$ cat config.mk
export PLATFORM = sky130hd
export DESIGN_NAME = syscall_unit_flat
export DESIGN_NICKNAME = d
export VERILOG_FILES = /design/src/rtl/syscall_pkg.sv /design/src/rtl/syscall_if.sv /design/src/rtl/syscall_str_walker.sv /design/src/rtl/syscall_unit.sv /design/src/flat_wrapper.sv
export SDC_FILE = /design/constraint.sdc
export NUM_CORES = 1
export LEC_CHECK = 0
export ABC_AREA = 0
export CAP_MARGIN = 20
export CORE_MARGIN = 3
export CORE_UTILIZATION = 45
export CTS_CLUSTER_DIAMETER = 200
export DETAILED_ROUTE_END_ITERATION = 8
export GPL_TIMING_DRIVEN = 0
export PLACE_DENSITY = 0.82
export SLEW_MARGIN = 20
export SYNTH_ARGS = -nofsm -noshare
export SYNTH_HDL_FRONTEND = slang
export SYNTH_SLANG_ARGS = --single-unit
$ cat constraint.sdc
create_clock -name clk -period 3.4 [get_ports clk]
set_input_delay 0.68 -clock clk [delete_from_list [all_inputs] [get_ports clk]]
set_output_delay 0.68 -clock clk [all_outputs]
set_load 0.01 [all_outputs]
$ cat src/rtl/syscall_pkg.sv
`default_nettype none
// ============================================================================
// Module      : syscall_pkg
// Description : Service codes and walker state encoding for syscall_unit.
// Revision    : 1.0 - initial release
// ============================================================================
package syscall_pkg;

    localparam int SYS_PRINT_INT  = 1;
    localparam int SYS_PRINT_STR  = 4;
    localparam int SYS_EXIT       = 10;
    localparam int SYS_PRINT_CHAR = 11;

    typedef enum logic [1:0] {
        IDLE = 2'd0,
        REQ  = 2'd1,
        WAIT = 2'd2
    } state_t;

endpackage
`default_nettype wire

$ cat src/rtl/syscall_if.sv
`default_nettype none
// ============================================================================
// Module      : syscall_if
// Description : Pipeline, byte-read port and display-sink signals of syscall_unit.
// Revision    : 1.0 - initial release
// ============================================================================
interface syscall_if #(
    parameter int DATA_W = 32,
    parameter int ADDR_W = 32
);
    logic              sig_syscall;
    logic [DATA_W-1:0] v0;
    logic [DATA_W-1:0] a0;
    logic              stall;
    logic              mem_req;
    logic [ADDR_W-1:0] mem_addr;
    logic [7:0]        mem_rdata;
    logic              mem_valid;
    logic              char_valid;
    logic [7:0]        char_data;
    logic              int_valid;
    logic [DATA_W-1:0] int_data;
    logic              exit_req;
    logic              err_overlong;
    logic              err_badcode;

    // Environment side: pipeline plus byte memory plus display sink
    modport master (
        output sig_syscall, v0, a0, mem_rdata, mem_valid,
        input  stall, mem_req, mem_addr, char_valid, char_data,
               int_valid, int_data, exit_req, err_overlong, err_badcode
    );

    modport slave (
        input  sig_syscall, v0, a0, mem_rdata, mem_valid,
        output stall, mem_req, mem_addr, char_valid, char_data,
               int_valid, int_data, exit_req, err_overlong, err_badcode
    );
endinterface
`default_nettype wire

$ cat src/rtl/syscall_str_walker.sv
`default_nettype none
// ============================================================================
// Module      : syscall_str_walker
// Description : Walks a NUL-terminated string one byte per request.
// Revision    : 1.0 - initial release
// ============================================================================
module syscall_str_walker
    import syscall_pkg::*;
#(
    parameter int ADDR_W      = 32,
    parameter int MAX_STR_LEN = 256
) (
    input  wire logic              clk,
    input  wire logic              rst_n,
    input  wire logic              start,
    input  wire logic [ADDR_W-1:0] start_addr,
    input  wire logic              mem_valid,
    input  wire logic [7:0]        mem_rdata,
    output logic                   busy,
    output logic [ADDR_W-1:0]      mem_addr,
    output logic                   got_char,
    output logic                   overlong
);
    localparam int CNT_W = $clog2(MAX_STR_LEN + 1);

    state_t            r_state;
    state_t            w_next;
    logic [ADDR_W-1:0] r_addr;
    logic [CNT_W-1:0]  r_count;
    logic [CNT_W-1:0]  w_count_inc;

    assign w_count_inc = r_count + CNT_W'(1);
    assign busy        = (r_state != IDLE);
    assign mem_addr    = r_addr;

    always_comb begin
        w_next   = r_state;
        got_char = 1'b0;
        overlong = 1'b0;
        case (r_state)
            IDLE: if (start) w_next = REQ;
            REQ:  w_next = WAIT;
            WAIT: begin
                if (mem_valid) begin
                    if (mem_rdata == 8'd0) begin
                        w_next = IDLE;
                    end else begin
                        got_char = 1'b1;
                        // Truncate once the limit of non-NUL characters is reached
                        if (w_count_inc == CNT_W'(MAX_STR_LEN)) begin
                            overlong = 1'b1;
                            w_next   = IDLE;
                        end else begin
                            w_next = REQ;
                        end
                    end
                end
            end
            default: w_next = IDLE;
        endcase
    end

    always_ff @(posedge clk) begin
        if (!rst_n) begin
            r_state <= IDLE;
            r_addr  <= '0;
            r_count <= '0;
        end else begin
            r_state <= w_next;
            if (start && (r_state == IDLE)) begin
                r_addr  <= start_addr;
                r_count <= '0;
            end else if (got_char) begin
                r_addr  <= r_addr + ADDR_W'(1);
                r_count <= w_count_inc;
            end
        end
    end

endmodule
`default_nettype wire

$ cat src/rtl/syscall_unit.sv
`default_nettype none
// ============================================================================
// Module      : syscall_unit
// Description : SYSCALL service unit: print int/char/string, exit, sticky errors.
// Revision    : 1.0 - initial release
// ============================================================================
module syscall_unit
    import syscall_pkg::*;
#(
    parameter int DATA_W      = 32,
    parameter int ADDR_W      = 32,
    parameter int MAX_STR_LEN = 256
) (
    input  wire logic  clk,
    input  wire logic  rst_n,
    syscall_if.slave   bus
);
    logic              w_busy;
    logic              w_accept;
    logic              w_is_int;
    logic              w_is_str;
    logic              w_is_exit;
    logic              w_is_char;
    logic              w_is_bad;
    logic              w_got_char;
    logic              w_overlong;
    logic              r_char_valid;
    logic [7:0]        r_char_data;
    logic              r_int_valid;
    logic [DATA_W-1:0] r_int_data;
    logic              r_exit_req;
    logic              r_err_overlong;
    logic              r_err_badcode;

    assign w_is_int  = (bus.v0 == DATA_W'(SYS_PRINT_INT));
    assign w_is_str  = (bus.v0 == DATA_W'(SYS_PRINT_STR));
    assign w_is_exit = (bus.v0 == DATA_W'(SYS_EXIT));
    assign w_is_char = (bus.v0 == DATA_W'(SYS_PRINT_CHAR));
    assign w_is_bad  = ~(w_is_int | w_is_str | w_is_exit | w_is_char);

    // While walking, a held sig_syscall is the same stalled instruction
    assign w_accept  = ~w_busy & bus.sig_syscall & ~r_exit_req;

    syscall_str_walker #(
        .ADDR_W      (ADDR_W),
        .MAX_STR_LEN (MAX_STR_LEN)
    ) u_walker (
        .clk        (clk),
        .rst_n      (rst_n),
        .start      (w_accept & w_is_str),
        .start_addr (ADDR_W'(bus.a0)),
        .mem_valid  (bus.mem_valid),
        .mem_rdata  (bus.mem_rdata),
        .busy       (w_busy),
        .mem_addr   (bus.mem_addr),
        .got_char   (w_got_char),
        .overlong   (w_overlong)
    );

    assign bus.stall        = w_busy | (w_accept & w_is_str);
    assign bus.mem_req      = w_busy;
    assign bus.char_valid   = r_char_valid;
    assign bus.char_data    = r_char_data;
    assign bus.int_valid    = r_int_valid;
    assign bus.int_data     = r_int_data;
    assign bus.exit_req     = r_exit_req;
    assign bus.err_overlong = r_err_overlong;
    assign bus.err_badcode  = r_err_badcode;

    always_ff @(posedge clk) begin
        if (!rst_n) begin
            r_char_valid   <= 1'b0;
            r_char_data    <= 8'd0;
            r_int_valid    <= 1'b0;
            r_int_data     <= '0;
            r_exit_req     <= 1'b0;
            r_err_overlong <= 1'b0;
            r_err_badcode  <= 1'b0;
        end else begin
            r_int_valid  <= w_accept & w_is_int;
            r_char_valid <= w_got_char | (w_accept & w_is_char);
            if (w_accept && w_is_int) r_int_data <= bus.a0;
            // Walker bytes only arrive outside IDLE, so they never collide with print-char
            if (w_got_char) begin
                r_char_data <= bus.mem_rdata;
            end else if (w_accept && w_is_char) begin
                r_char_data <= bus.a0[7:0];
            end
            if (w_accept && w_is_exit) r_exit_req     <= 1'b1;
            if (w_overlong)            r_err_overlong <= 1'b1;
            if (w_accept && w_is_bad)  r_err_badcode  <= 1'b1;
        end
    end

endmodule
`default_nettype wire

$ cat src/flat_wrapper.sv
// flat-port wrapper written by rule: the top's interface ports become plain ports
module syscall_unit_flat import syscall_pkg::*;
#(
    parameter int DATA_W      = 32,
    parameter int ADDR_W      = 32,
    parameter int MAX_STR_LEN = 256
)
  (clk, rst_n, bus_sig_syscall, bus_v0, bus_a0, bus_mem_rdata, bus_mem_valid, bus_stall, bus_mem_req, bus_mem_addr, bus_char_valid, bus_char_data, bus_int_valid, bus_int_data, bus_exit_req, bus_err_overlong, bus_err_badcode);
  syscall_if #(.DATA_W(DATA_W), .ADDR_W(ADDR_W)) bus_i ();
  input  wire logic clk;
  input  wire logic rst_n;
  input wire logic [$bits(bus_i.sig_syscall)-1:0] bus_sig_syscall;
  input wire logic [$bits(bus_i.v0)-1:0] bus_v0;
  input wire logic [$bits(bus_i.a0)-1:0] bus_a0;
  input wire logic [$bits(bus_i.mem_rdata)-1:0] bus_mem_rdata;
  input wire logic [$bits(bus_i.mem_valid)-1:0] bus_mem_valid;
  output wire logic [$bits(bus_i.stall)-1:0] bus_stall;
  output wire logic [$bits(bus_i.mem_req)-1:0] bus_mem_req;
  output wire logic [$bits(bus_i.mem_addr)-1:0] bus_mem_addr;
  output wire logic [$bits(bus_i.char_valid)-1:0] bus_char_valid;
  output wire logic [$bits(bus_i.char_data)-1:0] bus_char_data;
  output wire logic [$bits(bus_i.int_valid)-1:0] bus_int_valid;
  output wire logic [$bits(bus_i.int_data)-1:0] bus_int_data;
  output wire logic [$bits(bus_i.exit_req)-1:0] bus_exit_req;
  output wire logic [$bits(bus_i.err_overlong)-1:0] bus_err_overlong;
  output wire logic [$bits(bus_i.err_badcode)-1:0] bus_err_badcode;
  assign bus_i.sig_syscall = bus_sig_syscall;
  assign bus_i.v0 = bus_v0;
  assign bus_i.a0 = bus_a0;
  assign bus_i.mem_rdata = bus_mem_rdata;
  assign bus_i.mem_valid = bus_mem_valid;
  assign bus_stall = bus_i.stall;
  assign bus_mem_req = bus_i.mem_req;
  assign bus_mem_addr = bus_i.mem_addr;
  assign bus_char_valid = bus_i.char_valid;
  assign bus_char_data = bus_i.char_data;
  assign bus_int_valid = bus_i.int_valid;
  assign bus_int_data = bus_i.int_data;
  assign bus_exit_req = bus_i.exit_req;
  assign bus_err_overlong = bus_i.err_overlong;
  assign bus_err_badcode = bus_i.err_badcode;
  syscall_unit #(.DATA_W(DATA_W), .ADDR_W(ADDR_W), .MAX_STR_LEN(MAX_STR_LEN)) u_core (.clk(clk), .rst_n(rst_n), .bus(bus_i));
endmodule
# Word-level counts from Yosys, hierarchy flattened
# Index checks and enable logic that the tools add are counted.
# classes
add_sub_neg	2
eq_ne	9
muxes	16
bitwise	14
reduce_logical	12
# ops
operator	n
$eq A32 B4 Y1 const B	2
$mux W32	2
$add A32 B1 Y32 const B	1
$eq A32 B1 Y1 const B	1
$eq A32 B3 Y1 const B	1
$mux W8	2
$add A9 B1 Y9 const B	1
$eq A9 B9 Y1 const B	1
$mux W1	9
$logic_not A8 Y1	1
$pmux W2 S3	1
$reduce_bool A2 Y1	3
$and A1 B1 Y1	5
$logic_and A1 B1 Y1	5
$or A1 B1 Y1	5
$mux W2	2
$ne A2 B2 Y1 const B	2
$not A1 Y1	4
$eq A2 B1 Y1 const B	1
$eq A2 B2 Y1 const B	1
$logic_not A2 Y1	1
$reduce_and A2 Y1	1
$reduce_or A2 Y1	1
# totals
reg_bits	88
in_bits	76
out_inout_bits	79
wordCells	63

# Logic depth before layout (Yosys ltp)
# depth
depth_word	7
ltp_mapped	8
depth_no_buf	7

# Cells and area by module
# From an unflattened synthesis, not the netlist that was laid out.
# hier_totals
cells_unflattened	543
area_unflattened_um2	4628.2
# modules_own_cells
module	n_inst	cells_each	area_each_um2	seq_area_each_um2
syscall_str_walker	1	295	2413.6	860.8
syscall_unit	1	248	2214.6	900.9

# Worst setup path after synthesis
# No wires, ideal clock.
# synth_path
path_kind	input-to-output
start	input port bus_v0[1]
end	output port bus_stall
t_arrival_ns	2.177
required_time_ns	2.720
slack_ns	0.543
path_stages	6
n_path_buf	2
path_cell_list	nor4b_1 > inv_2 > or4b_1 > clkbuf_1 > buf_2 > nand2_1
# synth_via
elab_chain_cells	3
# synth_lines
item	line_no	text
start, declared	flat_wrapper.sv:13	input wire logic [$bits(bus_i.v0)-1:0] bus_v0;
$eq A32 B3 Y1	syscall_unit.sv:36	assign w_is_str = (bus.v0 == DATA_W'(SYS_PRINT_STR));
$and A1 B1 Y1	syscall_unit.sv:60	assign bus.stall = w_busy | (w_accept & w_is_str);
$or A1 B1 Y1	syscall_unit.sv:60	
end, declared	flat_wrapper.sv:17	output wire logic [$bits(bus_i.stall)-1:0] bus_stall;
# Every way passes these cells.

# Worst setup path after layout
# layout_path
start	input port bus_sig_syscall
end	output port bus_stall
# layout_via
elab_chain_cells	4
# layout_lines
item	line_no	text
start, declared	flat_wrapper.sv:12	input wire logic [$bits(bus_i.sig_syscall)-1:0] bus_sig_syscall;
$and A1 B1 Y1 (2 in series)	syscall_unit.sv:42	assign w_accept = ~w_busy & bus.sig_syscall & ~r_exit_req;
$and A1 B1 Y1	syscall_unit.sv:60	
$or A1 B1 Y1	syscall_unit.sv:60	
# Every way passes these cells.

==> impl_metrics.toml <==
[worst_setup_path]
r2r_cells = 8
crit_path_max_fanout = 6
rr_startpoint = "u_core.u_walker.r_state[1]$_SDFFE_PN0P_"
critPathLaunchType = "primary input"
crit_type = "primary input to output port"
crit_start = "bus_sig_syscall"
worst_setup_path_end_kind = "output port"
crit_arrival_ns = 2.63
worstPathRequired_ns = 2.72

[cts]
clock_latency_ns = 0.36
cts_made_buffers = 9
cts.sinks = 88
cts_tree = "yes"
clk_path_buf_depth = 2
cts_root_buf = "clkbuf_8"
htree_levels = 3
path_clk_slew_ns = 0.09

[routing]
drtIter0Drc = 384
wl_mm = 13.85
route.detailed.drc = 0
dr.pass1.iters = 5
via_per_inst = 5.796
post_drt_wl_per_cell_um = 17.31
ant_nets = 0
vias = 4637

[power_and_ir_drop]
p_int_mw = 1.505
p_sw_share_pct = 23.34
sequentialPowerShare_pct = 52.5
power_mw = 1.963
ir_worst_vdd_uv = 219.9
clkPwrFrac_pct = 39.8
pwr-share-comb_pct = 7.7
p_switching_mw = 0.4582
power_density_nw_per_um2 = 321.6
leakage_nw = 2.081

[finish]
design_area_um2 = 6105
area_growth_pct = 46.47
num_antenna_cells = 0
drive_above_1_share_pct = 7.225
nets = 766
layoutNonFillerInstCount = 800
mostFrequentLayoutCell = "clkdlybuf4s50_1"
layout_common_cells = "clkdlybuf4s50_1 (153), nand2_1 (94), dfxtp_1 (88)"

[synth]
netlist_area_um2 = 4168
synth-edff-count = 0
avgSynthCellArea_um2 = 8.000
ys_seq_elements = 88
synth_cell_types = 55
ys_seq_area_share_pct = 42.27
synth_ff_type = "dfxtp_1"
syn_nets = 600
synth.area.top_cells = "dfxtp_1 (42%), a21oi_1 (9.2%), nand2_1 (8.5%), nand3_1 (3.5%), nor2_1 (3.2%)"
synth_top_area_share_pct = 42.27
ys_warn_count = 0
synthArstFlopShare_pct = 0
synth_top_area_cell = "dfxtp_1"
netlist_instances = 521

[sta]
drv_slew = 0
setup_violations = 0
period_minus_slack_ns = 3.309
hold_violations = 0
rsz0062_at_grt = "false"
relSlewSlack_pct = 23.66
fin_skew_ns = 0.009314
tightest_slew_ns = 1.143
setup_slack_ns = 0.09084
fin_crit_sh_pct = 97.33
max_freq_mhz = 302.2
tns_ns = 0

[global_route]
grt_max_degree = 16
first_global_vias = 4361
grt_antenna_before_repair = 0
grt_util_all_layers_pct = 26.48
grt_pass1_wl_mm = 21.63
grt-ovfl-total = 0

[floorplan]
die_h_um = 102.2
num_rows = 34
die_width_um = 102.2
core_um2 = 8848
dieArea_um2 = 10450
start_util_pct = 47.10
io_pins = 155

[min_path]
holdPathStages = 2
hp-start = "u_core.bus.int_data[16]$_SDFFE_PN0P_"
min_path_type = "register to register"

[place]
dpl_cell_area_um2 = 5844
dp_cells = 783
gp_congestion = 0.8969
post-dp-hpwl_mm = 10.46
post-place-ws_ns = -0.9236
port_buffers = 154

[run_status]
status = "complete, no violations"

[flow_run]
drv_cap = 0
-- routing by layer --
| layer | global-route usage (%) | vias to the layer above | part of all wire [%] |
|---|---|---|---|
| li1 | - | 2194 | - |
| met1 | 33.46 | 2144 | 40 |
| met2 | 45.93 | 264 | 48 |
| met3 | 3.413 | 35 | 8.9 |
| met4 | 10.29 | 0 | 2.7 |
| met5 | 0 | - | 0 |
-- Yosys cell counts (2+ instances only) --
library cell	number
nand2_1	94
dfxtp_1	88
a21oi_1	77
nor2_1	36
nand3_1	29
o21ai_0	21
clkbuf_1	18
xnor2_1	13
nand4_1	12
nor3_1	12
mux2i_1	11
nor4_1	9
and3_1	8
a2bb2oi_1	7
a31oi_1	6
inv_1	6
nor4_2	6
xor2_1	6
buf_2	5
and2_1	4
and4_1	4
buf_4	4
o21a_1	4
ha_1	3
a211oi_1	2
inv_2	2
nand3b_1	2
or3_1	2
or3_4	2
or4_1	2
or4b_1	2
-- what timing repair did --
item / 4_1_cts / 5_1_grt
cloned: 0 / 0
resized for setup: 14 / 0
buffers inserted: 3 / 0
hold buffers: 0 / 0
pin swaps: 0 / 1
setup endpoints to repair: 1 / 1
-- power groups by stage --
stage	Sequential (mW)	Combinational, mW	Clock [mW]
floorplan	1.06	0.0281	0
global placement	1.06	0.144	0
detailed placement	1.06	0.147	0
CTS	1.03	0.151	0.780
global route	1.03	0.160	0.819
finish	1.03	0.151	0.782
-- final cells by class --
type | count | area (µm²)
plain buffers | 26 | 127.6
clock buffers | 11 | 151.4
clock inverters | 5 | 65.06
fillers | 732 | 2744
inverters | 8 | 30.03
multi-input cells | 397 | 2275
flip-flops and latches | 88 | 1762
well taps | 108 | 135.1
repair buffers | 157 | 1559
-- cells by family after synthesis --
family | Yosys count | share of synthesized area, %
compound gates | 130 | 18.01
xor+xnor | 19 | 3.993
fa+ha+maj | 3 | 0.9007
buf+inv | 36 | 3.752
flops | 88 | 42.27
mux | 11 | 2.642
simple gates | 234 | 28.43
-- sequential cells by signal, indices dropped and copies added, names as in the netlist --
signal                    cells
u_core.u_walker.r_count       9
u_core.u_walker.mem_addr     32
u_core.bus.int_data          32
u_core.bus.char_valid         1
u_core.bus.err_overlong       1
u_core.bus.exit_req           1
u_core.bus.char_data          8
u_core.u_walker.r_state       2
u_core.bus.int_valid          1
u_core.bus.err_badcode        1
-- path summary, 6_finish.rpt --
kind,endpoint,slack [ns]
worst max-delay path,bus_stall,0.09
worst min-delay path,u_core.bus.int_data[16]$_SDFFE_PN0P_,0.45
worst max register to register,u_core.u_walker.r_count[8]$_SDFFE_PP0P_,0.84
worst min register to register,u_core.bus.int_data[16]$_SDFFE_PN0P_,0.45
-- per-stage QoR --
stage / hold slack, ns / util (%)
floorplan: 0.4748 / -
global placement: 0.4379 / 66.05
detailed placement: 0.4420 / 66.05
CTS: 0.4550 / 69.12
global route: 0.4779 / 68.99
finish: 0.4521 / 68.99
-- critical path, cell delays in order --
cell and delay (ns):
clkdlybuf4s50_1 0.47, or4b_4 0.52, nor2_2 0.13, or4b_4 0.50, buf_8 0.15, nand2_1 0.05
buf_2 0.12
Note: power is estimated with default switching activity, not from simulation.
